<file path="src/rtl/core_pkg.sv">
// Shared definitions for the register-file writeback path.
package core_pkg;

  localparam int ADDR_W   = 5;
  localparam int DATA_W   = 32;
  // x0 is hard-wired to zero and is never written or marked busy.
  localparam int REG_ZERO = 0;

  // Which source owns the register-file write port this cycle.
  typedef enum logic [1:0] {
    WB_NONE,
    WB_ALU,
    WB_LNG
  } wb_src_t;

endpackage

</file>
<file path="src/rtl/wb_arbiter.sv">
// Write-port arbiter: the ALU wins by default, but after STARVE_LIM
// consecutive denied long-unit cycles the ALU is held for one cycle.
module wb_arbiter
  import core_pkg::*;
#(
  parameter int STARVE_LIM = 3
) (
  input  logic    clk,
  input  logic    srst,
  input  logic    alu_we,
  input  logic    lng_valid,
  output wb_src_t grant,
  output logic    alu_hold,
  output logic    lng_ready
);

  localparam int CNT_W = $clog2(STARVE_LIM + 1);
  localparam logic [CNT_W-1:0] LIM = CNT_W'(STARVE_LIM);

  logic [CNT_W-1:0] starve_reg;
  logic [CNT_W-1:0] starve_next;
  logic             hold_alu;

  // Grant selection; nothing is granted while reset is asserted.
  always_comb begin
    hold_alu = !srst && lng_valid && (starve_reg == LIM);
    grant    = WB_NONE;
    if (!srst) begin
      if (alu_we && !hold_alu) begin
        grant = WB_ALU;
      end else if (lng_valid) begin
        grant = WB_LNG;
      end
    end
    alu_hold  = hold_alu && alu_we;
    lng_ready = (grant == WB_LNG);
  end

  // Starve counter: counts denied long requests, saturating at the limit.
  always_comb begin
    starve_next = starve_reg;
    if (!lng_valid || grant == WB_LNG) begin
      starve_next = '0;
    end else if (starve_reg != LIM) begin
      starve_next = starve_reg + 1'b1;
    end
  end

  // Starve counter register.
  always_ff @(posedge clk) begin
    if (srst) begin
      starve_reg <= '0;
    end else begin
      starve_reg <= starve_next;
    end
  end

endmodule

</file>
<file path="src/rtl/regfile_wb_scoreboard.sv">
// Register-file write-port controller with a busy scoreboard for
// outstanding long-latency destinations and issue hazard stalling.
module regfile_wb_scoreboard #(
  parameter int ADDR_W     = core_pkg::ADDR_W,
  parameter int DATA_W     = core_pkg::DATA_W,
  parameter int MAX_PEND   = 4,
  parameter int STARVE_LIM = 3
) (
  input  logic                          CLK,
  input  logic                          Reset,
  input  logic                          iss_valid,
  input  logic [ADDR_W-1:0]             iss_rs1,
  input  logic [ADDR_W-1:0]             iss_rs2,
  input  logic [ADDR_W-1:0]             iss_rd,
  input  logic                          iss_long,
  output logic                          iss_stall,
  input  logic                          alu_we,
  input  logic [ADDR_W-1:0]             alu_rd,
  input  logic [DATA_W-1:0]             alu_wd,
  output logic                          alu_hold,
  input  logic                          lng_valid,
  input  logic [ADDR_W-1:0]             lng_rd,
  input  logic [DATA_W-1:0]             lng_wd,
  output logic                          lng_ready,
  output logic                          WE,
  output logic [ADDR_W-1:0]             A3,
  output logic [DATA_W-1:0]             WD,
  output logic [$clog2(MAX_PEND+1)-1:0] pend_cnt
);

  import core_pkg::*;

  localparam int NREG = 1 << ADDR_W;
  localparam int PC_W = $clog2(MAX_PEND + 1);
  localparam logic [PC_W-1:0]   PEND_MAX = PC_W'(MAX_PEND);
  localparam logic [ADDR_W-1:0] RZ       = ADDR_W'(REG_ZERO);

  wb_src_t         grant;
  logic [NREG-1:0] busy_reg;
  logic [NREG-1:0] busy_next;
  logic [NREG-1:0] set_mask;
  logic [NREG-1:0] clr_mask;
  logic            pend_inc;
  logic            pend_dec;

  wb_arbiter #(
    .STARVE_LIM(STARVE_LIM)
  ) u_arb (
    .clk      (CLK),
    .srst     (Reset),
    .alu_we   (alu_we),
    .lng_valid(lng_valid),
    .grant    (grant),
    .alu_hold (alu_hold),
    .lng_ready(lng_ready)
  );

  // Hazard check against registered busy bits only; a bit cleared this
  // cycle releases the stall on the following cycle.
  always_comb begin
    iss_stall = Reset ||
                (iss_valid && (busy_reg[iss_rs1] || busy_reg[iss_rs2] ||
                               busy_reg[iss_rd]  ||
                               (iss_long && pend_cnt == PEND_MAX)));
  end

  assign pend_inc = iss_valid && !iss_stall && iss_long;
  assign pend_dec = (grant == WB_LNG);

  // Per-register set/clear strobes. The WAW check keeps set and clear of
  // one index from coinciding.
  generate
    for (genvar gi = 0; gi < NREG; gi++) begin : g_mask
      assign set_mask[gi] = pend_inc && (iss_rd == ADDR_W'(gi));
      assign clr_mask[gi] = pend_dec && (lng_rd == ADDR_W'(gi));
    end
  endgenerate

  // Next busy vector; x0 can never be busy.
  always_comb begin
    busy_next    = (busy_reg & ~clr_mask) | set_mask;
    busy_next[0] = 1'b0;
  end

  // Scoreboard and pending-count state.
  always_ff @(posedge CLK) begin
    if (Reset) begin
      busy_reg <= '0;
      pend_cnt <= '0;
    end else begin
      busy_reg <= busy_next;
      if (pend_inc && !pend_dec) begin
        pend_cnt <= pend_cnt + 1'b1;
      end else if (pend_dec && !pend_inc) begin
        pend_cnt <= pend_cnt - 1'b1;
      end
    end
  end

  // Registered write port; a grant to x0 completes but never asserts WE.
  always_ff @(posedge CLK) begin
    if (Reset) begin
      WE <= 1'b0;
      A3 <= '0;
      WD <= '0;
    end else begin
      case (grant)
        WB_ALU: begin
          WE <= (alu_rd != RZ);
          A3 <= alu_rd;
          WD <= alu_wd;
        end
        WB_LNG: begin
          WE <= (lng_rd != RZ);
          A3 <= lng_rd;
          WD <= lng_wd;
        end
        default: WE <= 1'b0;
      endcase
    end
  end

endmodule

</file>
<file path="config.mk">
export PLATFORM = sky130hd
export DESIGN_NAME = regfile_wb_scoreboard
export DESIGN_NICKNAME = d
export VERILOG_FILES = /design/src/rtl/core_pkg.sv /design/src/rtl/wb_arbiter.sv /design/src/rtl/regfile_wb_scoreboard.sv
export SDC_FILE = /design/constraint.sdc
export NUM_CORES = 1
export LEC_CHECK = 0
export ABC_AREA = 1
export CAP_MARGIN = 20
export CORE_UTILIZATION = 45
export DETAILED_ROUTE_END_ITERATION = 10
export HOLD_SLACK_MARGIN = 0.08
export PLACE_DENSITY_LB_ADDON = 0.2
export SLEW_MARGIN = 20
export SYNTH_ARGS = -nofsm -noshare
export SYNTH_HDL_FRONTEND = slang
export SYNTH_SLANG_ARGS = --single-unit
</file>
<file path="constraint.sdc">
create_clock -name CLK -period 5.3 [get_ports CLK]
set_clock_uncertainty 0.05 [all_clocks]
set_input_delay 1.59 -clock CLK [delete_from_list [all_inputs] [get_ports CLK]]
set_output_delay 1.59 -clock CLK [all_outputs]
set_load 0.01 [all_outputs]
</file>
## Word level (Yosys, flattened, before mapping)

Index checks and enable logic that the tools add are counted.

| storage, ports and cells | value |
|---|---|
| register bits after elaboration | 75 |
| output and inout bits | 44 |
| word-level logic and storage cells | 189 |

| cells by class | value |
|---|---|
| $add $sub $neg | 3 |
| magnitude comparators | 3 |
| eq/ne operators | 67 |
| multiplexer cells | 14 |
| bitwise gates (word level) | 3 |
| reductions and logical operators | 92 |

Operators by type and width:

| cell | number |
|---|---|
| $eq 5x5->1 const B | 32 |
| $eq 5x4->1 const B | 16 |
| $logic_and 1x1->1 | 74 |
| $pmux 32 s2 | 1 |
| $eq 5x3->1 const B | 8 |
| $and 32x32->32 | 1 |
| $not 32->32 | 1 |
| $or 32x32->32 | 1 |
| $eq 5x2->1 const B | 4 |
| $lt 5x6->1 const B | 3 |
| $bmux 1 s5 | 3 |
| $eq 5x1->1 const B | 2 |
| $logic_not 5->1 | 2 |
| $pmux 5 s2 | 1 |
| $reduce_bool 5->1 | 2 |
| $logic_not 1->1 | 6 |
| $mux 2 | 3 |
| $mux 3 | 2 |
| $logic_or 1x1->1 | 5 |
| $eq 2x2->1 const B | 2 |
| $reduce_bool 2->1 | 2 |
| $add 3x1->3 const B | 1 |
| $eq 3x3->1 const B | 1 |
| $mux 1 | 3 |
| 6 further kinds | 6 |

## Depth between registers and ports, before layout

Gate-level depths: netlist (run 1).

| depth | value |
|---|---|
| word-level depth | 14 |
| mapped depth | 25 |
| mapped depth without buffers | 22 |

## Hierarchy

A second synthesis (run 1) with hierarchy kept.

| second synthesis, totals | value |
|---|---|
| cells, all modules | 747 |
| area total of the unflattened synthesis | 4,621.9 sq um |

By module, submodules not included:

| module | instances | cells each | area an instance (sq um) | sequential area each (sq um) |
|---|---|---|---|---|
| regfile_wb_scoreboard | 1 | 727 | 4,491.8 | 1,441.4 |
| wb_arbiter | 1 | 20 | 130.1 | 40.0 |

## Worst setup path after synthesis (run 1)

Ideal clock, no wire load.

| path | value |
|---|---|
| path kind | in2out |
| start point | input port iss_rs2[0] |
| end point | output port iss_stall |
| data arrival time | 2,781 ps |
| required time | 3,660 ps |
| setup slack | 879 ps |
| cell stages on the path | 15 |
| cells stage by stage | buf_4 > buf_4 > nand2_1 > nand3_1 > nand3_1 > nand2_1 > nand2_1 > nand2_1 > nand2_1 > nand2_1 > nor2_1 > nand2_1 > nand2_2 > buf_6 > nand2_1 |

| between the ends | value |
|---|---|
| longest elaborated chain between the ends | 7 |

RTL lines:

| element | line | source |
|---|---|---|
| start, declared | regfile_wb_scoreboard.sv:13 | `input logic [ADDR_W-1:0] iss_rs2,` |
| $bmux 1 s5 | regfile_wb_scoreboard.sv:62 | `(iss_valid && (busy_reg[iss_rs1] \|\| busy_reg[iss_rs2] \|\|` |
| $mux 1 (not written as such) | regfile_wb_scoreboard.sv:62 |  |
| $logic_or 1x1->1 (2 in series) | regfile_wb_scoreboard.sv:62 |  |
| $logic_or 1x1->1 | regfile_wb_scoreboard.sv:63 | `busy_reg[iss_rd] \|\|` |
| $logic_and 1x1->1 | regfile_wb_scoreboard.sv:62 |  |
| $logic_or 1x1->1 | regfile_wb_scoreboard.sv:61 | `iss_stall = Reset \|\|` |
| end, declared | regfile_wb_scoreboard.sv:16 | `output logic iss_stall,` |

Every way passes these cells. The select of a mux whose other input is x is not followed.

## Worst setup path after layout (run 1)

| path | value |
|---|---|
| start point | input port iss_rd[0] |
| end point | output port iss_stall |

| between the ends | value |
|---|---|
| longest elaborated chain between the ends | 6 |

RTL lines:

| element | line | source |
|---|---|---|
| start, declared | regfile_wb_scoreboard.sv:14 | `input logic [ADDR_W-1:0] iss_rd,` |
| $bmux 1 s5 | regfile_wb_scoreboard.sv:63 |  |
| $mux 1 (not written as such) | regfile_wb_scoreboard.sv:63 |  |
| $logic_or 1x1->1 | regfile_wb_scoreboard.sv:62 |  |
| $logic_or 1x1->1 | regfile_wb_scoreboard.sv:63 |  |
| $logic_and 1x1->1 | regfile_wb_scoreboard.sv:62 |  |
| $logic_or 1x1->1 | regfile_wb_scoreboard.sv:61 |  |

Every way passes these cells. The select of a mux whose other input is x is not followed.

==> flow_metrics.tcl, run 1 <==
set metrics [dict create \
    worst-setup-path-type "input port to output pin" \
    wirelength_um 16000 \
    fin_nets 969 \
    crit_path_frequent_cell "nand2_1" \
    max_cap_viol_count 0 \
    syn_area_per_cell_um2 6.18 \
    grt_usage 0.311 \
    p_int_uw 917 \
    critPathBufInv 4 \
    die-area_um2 10600 \
    drcViolationCount 0 \
    synthesis.nets 844 \
    numPortBuffers 138 \
    cp-start-kind "input port" \
    place_inst 991 \
    start_util 0.469 \
    switchingPower_uw 387 \
    cts_buffers 9 \
    fin_crit_sh 0.965 \
    cts_tree "built" \
    synth_edf_count 0 \
    vias 5559 \
    setup_viol 0 \
    cts_hold_buf 0 \
    clock_power_share 0.297 \
    hold_class "flip-flop to flip-flop" \
    finalHoldViolations 0 \
    yosys-top-cells-area "dfxtp_1, nand2_1, nand3_1" \
    antenna_cells 0 \
    cts_setup_buffers 0 \
    status "completed" \
    overflow 0 \
    yosysWarnings 0 \
    place_congestion 0.981 \
    ir_worst_vdd_uv 138 \
    largest_register_ffs 32 \
    synth_seq_area_share 0.322 \
    clock_latency_ps 350 \
    ys_ff_latch 74 \
    yosysTopAreaCell "dfxtp_1" \
    antenna_left 0 \
    path_delay_family "buffers and inverters" \
    critical_path.cell_chain "clkdlybuf4s50_1 -> buf_12 -> inv_2 -> nand2_1 -> nand2_1 -> nand2_1 -> nand2_1 -> nand2_1 -> nand2_1 -> o21ai_1 -> nand2_1 -> nor2_1 -> nand2_1 -> nand2_2 -> nand2_1 -> dlygate4sd2_1" \
    syn_to_final_growth_pct 36.2 \
    utilization 0.638 \
    clk_pin_slew_worst_paths_ps 80 \
    core_um2 9820 \
    p_per_area_nw_per_um2 208 \
    synth_area_um2 4600 \
    cp_slowest_stage_delay_ps 510 \
    path_max_fanout 25 \
    ys.flop_type "dfxtp_1" \
    synth_cells 744 \
    tightestPinTransition_ps 929 \
    max_freq_mhz 195 \
    leakage_nw 2.49 \
    layout-drive-gt1-share 0.0618 \
    finalNonFillerCells 1007 \
    dr.pass1.iters 5 \
    synth_commonest_cells "nand2_1, nor2_1, nand3_1, dfxtp_1, inv_1" \
    crit_path_end_kind "output pin" \
    period_minus_slack_ps 5120 \
    yosysMostFrequentCell "nand2_1" \
    worstPathArrival_ps 3480 \
    netlist-cell-type-count 27 \
    slew-limit-headroom 0.380 \
    crit_slowest_cell "clkdlybuf4s50_1" \
    switching_share 0.297 \
    die_h_um 103 \
    clock-sinks 74 \
    ctsHtreeMaxLevel 3 \
    ys_async_sr_fraction 0 \
    rows 36 \
    antenna_found_initial 0 \
    vias_per_cell 5.52 \
    drv_slew 0 \
    p_comb_frac 0.244 \
    p_seq_frac 0.459 \
    grt_pass1_wl_um 25400 \
    clock_path_buffers 2 \
    grt_setup_unrepaired "no" \
    wl_per_cell_um 15.9 \
    grt_pass1_vias 5337 \
    required_ps 3660 \
    first_iter_violations 344 \
    io_pins 139 \
    hpwl_um 11700 \
    die_x_um 103 \
    grt_max_degree 71 \
    synth_top_area_share 0.322 \
    cts_root_buffer "clkbuf_8" \
]
==> cell families after synthesis <==
| logic type | after synthesis | share of synthesized area |
|---|---|---|
| xor+xnor | 2 | 0.00381 |
| simple gates | 422 | 0.393 |
| compound gates | 127 | 0.156 |
| flops | 74 | 0.322 |
| buf+inv | 114 | 0.110 |
| fa+ha+maj | 5 | 0.0152 |
==> power groups by stage <==
stage	Combinational [mW]	Clock (mW)	Sequential, mW
finish	0.318	0.388	0.599
global route	0.346	0.417	0.602
CTS	0.317	0.392	0.599
detailed placement	0.315	0	0.610
global placement	0.311	0	0.609
floorplan	0.140	0	0.620
==> layout by cell type, fill, tap and decap left out <==
| master | synthesis | routed |
|---|---|---|
| a21oi_1 | 38 | 38 |
| buf_12 | 0 | 1 |
| buf_4 | 5 | 25 |
| clkbuf_1 | 29 | 1 |
| clkbuf_8 | 0 | 10 |
| clkdlybuf4s50_1 | 0 | 137 |
| clkinv_1 | 2 | 1 |
| clkinv_2 | 0 | 4 |
| clkinvlp_4 | 0 | 2 |
| dfxtp_1 | 74 | 74 |
| dlygate4sd2_1 | 0 | 1 |
| fa_1 | 1 | 1 |
| ha_1 | 4 | 4 |
| inv_1 | 55 | 55 |
| inv_2 | 5 | 5 |
| inv_4 | 2 | 2 |
| nand2_1 | 175 | 175 |
| nand2_2 | 2 | 2 |
| nand3_1 | 89 | 89 |
| nand4_1 | 31 | 31 |
| nor2_1 | 106 | 105 |
| nor2_2 | 1 | 2 |
| nor3_1 | 15 | 15 |
| o21ai_0 | 49 | 49 |
| o21ai_1 | 8 | 8 |
| o31ai_1 | 32 | 32 |
| or2_1 | 1 | 1 |
| or2_2 | 1 | 1 |
| or4_1 | 1 | 1 |
| xor2_1 | 2 | 2 |
==> routing by layer <==
layer  vias to the layer above  part of all wire  global-route usage
met3                        33              0.10              0.0963
met2                       267              0.47               0.511
li1                       2719                 -                   -
met5                         -                 0                   0
met1                      2540              0.40               0.378
met4                         0             0.027               0.127
==> stage by stage <==
step	instance area [um2]	TNS, ps	total power, mW	hold slack, ps	worst slack [ps]
floorplan	4600	0	0.760	387	879
global placement	6090	-60.9	0.920	394	-60.9
detailed placement	6090	-84.1	0.925	408	-84.1
CTS	6270	0	1.31	420	172
global route	6270	0	1.36	458	10.2
finish	6270	0	1.30	416	184
==> final timing paths <==
| check | start | end | slack, ps | cells past startpoint |
|---|---|---|---|---|
| max | iss_rd[0] | iss_stall | 180 | 16 |
| min | u_arb.starve_reg[1] | u_arb.starve_reg[1] | 420 | 2 |
| max reg2reg | busy_reg[6] | pend_cnt[2] | 2570 | 22 |
| min reg2reg | u_arb.starve_reg[1] | u_arb.starve_reg[1] | 420 | 2 |
==> tightest hold or removal path, cell delays in order (launching register included) <==
cell and delay [ps]:
dfxtp_1 320, nand2_1 50, a21oi_1 50
==> area by class of cell <==
cell class                      instances  area (um2)
Multi-Input combinational cell        556        2610
Clock buffer                           11         141
Sequential cell                        74        1480
Clock inverter                          5        30.0
Fill cell                             950        3550
Inverter                               64         246
Timing Repair Buffer                  164        1590
Tap cell                              133         166
==> timing repair <==
item / in CTS / in global routing
gates resized for setup: 3 / 0
setup endpoints to repair: 1 / 0
endpoints found under the hold margin: 0 / 0
Power figures use the tool's default switching activity.
==> run 2: changes to the inputs <==
--- a/config.mk
+++ b/config.mk
@@ -7,7 +7,7 @@
 export LEC_CHECK = 0
 export ABC_AREA = 1
 export CAP_MARGIN = 20
-export CORE_UTILIZATION = 45
+export CORE_UTILIZATION = 40
 export DETAILED_ROUTE_END_ITERATION = 10
 export HOLD_SLACK_MARGIN = 0.08
 export PLACE_DENSITY_LB_ADDON = 0.2
==> constraint.sdc (replaced) <==
create_clock -name CLK -period 5.24 [get_ports CLK]
set_clock_uncertainty 0.05 [all_clocks]
set_input_delay 1.572 -clock CLK [delete_from_list [all_inputs] [get_ports CLK]]
set_output_delay 1.572 -clock CLK [all_outputs]
set_load 0.01 [all_outputs]
==> run 2 against run 1 <==
  * Sequential share of layout area fell by 0.58 points
  * Die area is 12% higher
  * Critical path depth shrank 2
  * Core utilization shrank 5.6 points
  * Sequential power is 1% higher
  * Count of clock-buffer cells in the layout is the same
  * Design area grew 2.5%
  * Via count fell by 1.2%
  * Clock power increased by 44%
==> flow_metrics.tcl, run 2 (same netlist as run 1, synthesis figures left out) <==
set metrics [dict create \
    status "completed" \
    overflow 0 \
    vias 5490 \
    ctsHtreeMaxLevel 3 \
    die_h_um 109 \
    cts_setup_buffers 0 \
    antenna_cells 0 \
    clock_latency_ps 340 \
    slew-limit-headroom 0.367 \
    rows 38 \
    max_cap_viol_count 0 \
    ir_worst_vdd_uv 215 \
    clk_pin_slew_worst_paths_ps 60 \
    vias_per_cell 5.41 \
    max_freq_mhz 197 \
    finalHoldViolations 0 \
    period_minus_slack_ps 5090 \
    grt_pass1_wl_um 25300 \
    clock_path_buffers 2 \
    grt_usage 0.281 \
    wirelength_um 16500 \
    worst-setup-path-type "input port to output pin" \
    final_common_cell "nand2_1" \
    leakage_nw 2.58 \
    layout_common_cells "nand2_1, clkdlybuf4s50_1, nor2_1" \
    drv_slew 0 \
    numPortBuffers 138 \
    start_util 0.417 \
    required_ps 3620 \
    syn_to_final_growth_pct 39.7 \
    path_max_fanout 21 \
    antenna_found_initial 0 \
    fin_crit_sh 0.971 \
    clock-sinks 74 \
    place_congestion 0.915 \
    critical_path.cell_chain "clkdlybuf4s50_1 -> buf_12 -> o21ai_0 -> nand2_1 -> nand3_1 -> nand3_1 -> nand2_1 -> nand2_1 -> nand2_1 -> nor2_2 -> nand2_1 -> nand2_2 -> nand2_1 -> dlygate4sd2_1" \
    drcViolationCount 0 \
    hold_slack_ps 429 \
    fin_nets 972 \
    grt_max_degree 71 \
    hpwl_um 12100 \
    crit_path_frequent_cell "nand2_1" \
    io_pins 139 \
    dr.pass1.iters 7 \
    crit_path_end_kind "output pin" \
    p_per_area_nw_per_um2 232 \
    largest_register_ffs 32 \
    core_um2 11000 \
    wl_per_cell_um 16.2 \
    cts_tree "built" \
    placed_cell_area_um2 6130 \
    cp-start-kind "input port" \
    setup_viol 0 \
    layout-drive-gt1-share 0.0640 \
    first_iter_violations 427 \
    die_x_um 109 \
    worstPathArrival_ps 3470 \
    cts_root_buffer "clkbuf_16" \
    cp_slowest_stage_delay_ps 540 \
    hold_class "flip-flop to flip-flop" \
    cts_buffers 9 \
    tightestPinTransition_ps 948 \
    grt_pass1_vias 5197 \
    fin_area_um2 6420 \
    crit_slowest_cell "clkdlybuf4s50_1" \
    die-area_um2 11900 \
    grt_setup_unrepaired "no" \
    antenna_left 0 \
]
==> run 2: through the flow <==
step	cells	worst slack (ps)	setup TNS, ps	utilization	total power, mW
2_1_floorplan	744	855	0	-	0.769
3_3_place_gp	1000	-131	-131	0.556	0.936
3_5_place_dp	1000	-166	-166	0.556	0.940
4_1_cts	1014	71.2	0	0.579	1.50
5_1_grt	1015	7.61	0	0.582	1.56
6_report	1015	152	0	0.582	1.49
==> run 2: worst paths after layout <==
check                                    startpoint             endpoint  slack, ps  depth (start not counted)
worst max-delay path                     iss_rs1[0]            iss_stall        150                         14
worst min-delay path            u_arb.starve_reg[1]  u_arb.starve_reg[1]        430                          2
worst max register to register  u_arb.starve_reg[0]         busy_reg[13]       2370                         10
worst min register to register  u_arb.starve_reg[1]  u_arb.starve_reg[1]        430                          2
==> run 2: report_power, final <==
part | switching [mW] | internal (mW)
clock | 0.234 | 0.326
combinational | 0.167 | 0.160
sequential | 0.0165 | 0.589
total | 0.418 | 1.08
==> run 2: final cells by class <==
cell class / instances / area [um2]
well taps: 140 / 175
inverters: 64 / 246
flip-flops and latches: 74 / 1480
clock inverters: 3 / 17.5
clock buffers: 11 / 243
fillers: 1054 / 4610
multi-input cells: 556 / 2620
repair buffers: 167 / 1650
==> run 2: layer usage <==
layer,global-route usage,vias up,part of all wire,wire length [um]
met5,0,-,0,0
met4,0.137,0,0.035,573
met3,0.0968,33,0.097,1600
met2,0.447,222,0.45,7430
met1,0.337,2509,0.42,6860
li1,-,2726,-,-
==> run 2: repair_timing <==
action | CTS | global route
hold buffers | 0 | 0
setup endpoints to repair | 1 | 1
cloned | 0 | 1
resized for setup | 2 | 4
==> run 2: critical path: cells and delay by family <==
kind	cells	cell delay, ps
simple gates	10	790
buf+inv	3	1010
compound gates	1	100
==> run 3: changes to the inputs <==
--- a/config.mk
+++ b/config.mk
@@ -7,7 +7,8 @@
 export LEC_CHECK = 0
 export ABC_AREA = 1
 export CAP_MARGIN = 20
-export CORE_UTILIZATION = 40
+export CORE_MARGIN = 2
+export CORE_UTILIZATION = 35
 export DETAILED_ROUTE_END_ITERATION = 10
 export HOLD_SLACK_MARGIN = 0.08
 export PLACE_DENSITY_LB_ADDON = 0.2
==> run 3 against run 2 <==
  * Die area rose by 18%
  * Maximum frequency increased by 3.0%
  * Clock power grew 13%
  * Core utilization is 7.3 points lower
  * Cell count increased by 3.0%
  * Wire length down 2.2%
  * Setup slack better by 150 ps
  * Critical endpoint unchanged
==> flow_metrics.tcl, run 3 (same netlist as run 1, synthesis figures left out) <==
set metrics [dict create \
    rows 41 \
    routed.top_layer "met4" \
    clock_path_buffers 2 \
    dr.pass1.iters 6 \
    route.met2.wl_um 7250 \
    grt_max_degree 69 \
    fin_area_um2 6490 \
    core_um2 12700 \
    p_per_area_nw_per_um2 241 \
    cp-start-kind "input port" \
    io_pins 139 \
    fillers 1322 \
    antenna_cells 0 \
    multi_input_comb_area_um2 2610 \
    cts_tree "built" \
    drv_slew 0 \
    tightestPinTransition_ps 906 \
    grt_pass1_vias 5357 \
    ctsHtreeMaxLevel 3 \
    layout_common_cells "nand2_1, clkdlybuf4s50_1, nor2_1" \
    largest_register_ffs 32 \
    hpwl_um 11800 \
    ff_latch_area_um2 1480 \
    crit_path_end_kind "output pin" \
    r2r_end "pend_cnt[1]" \
    final_common_cell "nand2_1" \
    max_cap_viol_count 0 \
    r2r_slack_ps 2490 \
    setup_tns_ps 0 \
    fin_crit_sh 0.943 \
    critical_path.startpoint "iss_rd[1]" \
    cts_buffers 9 \
    worst_r2r_startpoint "u_arb.starve_reg[0]" \
    cts_setup_buffers 0 \
    grt_usage 0.231 \
    clock-sinks 74 \
    grt_pass1_wl_um 26100 \
    layout-drive-gt1-share 0.0619 \
    max_freq_mhz 202 \
    required_ps 3620 \
    worst-setup-path-type "input port to output pin" \
    finalHoldViolations 0 \
    placed_cell_area_um2 6150 \
    die-area_um2 14100 \
    wirelength_um 16100 \
    routed-wl-met3_um 1540 \
    place_inst 1028 \
    path_max_fanout 6 \
    period_minus_slack_ps 4940 \
    finalNonFillerCells 1045 \
    wl_per_cell_um 15.4 \
    slew-limit-headroom 0.395 \
    drcViolationCount 0 \
    first_iter_violations 496 \
    status "completed" \
    clock_latency_ps 340 \
    vias 5491 \
    wl_met1_um 6790 \
    cts_root_buffer "clkbuf_16" \
    die_h_um 119 \
    numPortBuffers 138 \
    setup_viol 0 \
    antenna_left 0 \
    overflow 0 \
    fin_nets 968 \
    endpoint "iss_stall" \
    start_util 0.362 \
    grt_setup_unrepaired "no" \
    reg2regPathDepth 11 \
    vias_per_cell 5.25 \
    hold_class "flip-flop to flip-flop" \
    worstPathArrival_ps 3320 \
    place_congestion 0.939 \
    clk_pin_slew_worst_paths_ps 60 \
    ir_worst_vdd_uv 130 \
    syn_to_final_growth_pct 41.0 \
    leakage_nw 2.58 \
    die_x_um 119 \
    antenna_found_initial 0 \
]
-- run 3: changes by cell type in the layout (fill, tap and decap cells not counted), sizes merged --
cell	previous run	this run
buf	28	24
bufinv	0	1
clkbuf	12	14
clkinv	4	3
clkinvlp	1	2
dlygate4sd2	1	0
-- run 3: worst max-delay path: stages --
cell and delay [ps]:
clkdlybuf4s50_1 630, inv_4 70, buf_4 160, nand2_1 60, nand2_1 40, nand2_1 50, nand2_1 70, o21ai_1 130
nand2_1 60, nor2_1 80, nand2_1 100, nand2_2 80, nand2_1 70, clkbuf_2 140
-- run 3: routing by layer --
metal,up-vias,global-route usage
met5,-,0
met4,0,0.101
met3,38,0.0816
met2,245,0.369
met1,2491,0.278
li1,2717,-
-- run 3: what timing repair did --
item | CTS | global route
setup endpoints to repair | 1 | 1
cloned | 0 | 1
gates resized for setup | 2 | 5
hold buffers | 0 | 0
-- run 3: worst min-delay path by stage --
| stage | slack (ps) | cells past startpoint | to | startpoint |
|---|---|---|---|---|
| 2_1_floorplan | 390 | 2 | u_arb.starve_reg[1] | u_arb.starve_reg[1] |
| 3_3_place_gp | 390 | 2 | u_arb.starve_reg[1] | u_arb.starve_reg[1] |
| 3_5_place_dp | 410 | 2 | u_arb.starve_reg[1] | u_arb.starve_reg[1] |
| 4_1_cts | 420 | 2 | u_arb.starve_reg[1] | u_arb.starve_reg[1] |
| 5_1_grt | 460 | 2 | u_arb.starve_reg[1] | u_arb.starve_reg[1] |
| 6_report | 410 | 2 | u_arb.starve_reg[1] | u_arb.starve_reg[1] |
-- run 3: power by group --
group	internal, mW	switching [mW]
clock network	0.394	0.240
logic	0.159	0.165
registers	0.589	0.0169
-- run 3: cell type report --
type	count	share of cell area
Multi-Input combinational cell	556	0.403
Timing Repair Buffer	163	0.250
Sequential cell	74	0.228
Clock buffer	12	0.0395
Inverter	64	0.0380
Tap cell	172	0.0332
Clock inverter	4	0.00771
-- run 3: metrics by stage --
stage,setup slack [ps],util,hold WS (ps),total power [mW]
after floorplan,855,-,387,0.769
after CTS,119,0.508,418,1.57
final,299,0.510,413,1.56
after detailed placement,-191,0.484,410,0.937
after global placement,-121,0.484,393,0.934
after global routing,108,0.510,457,1.63
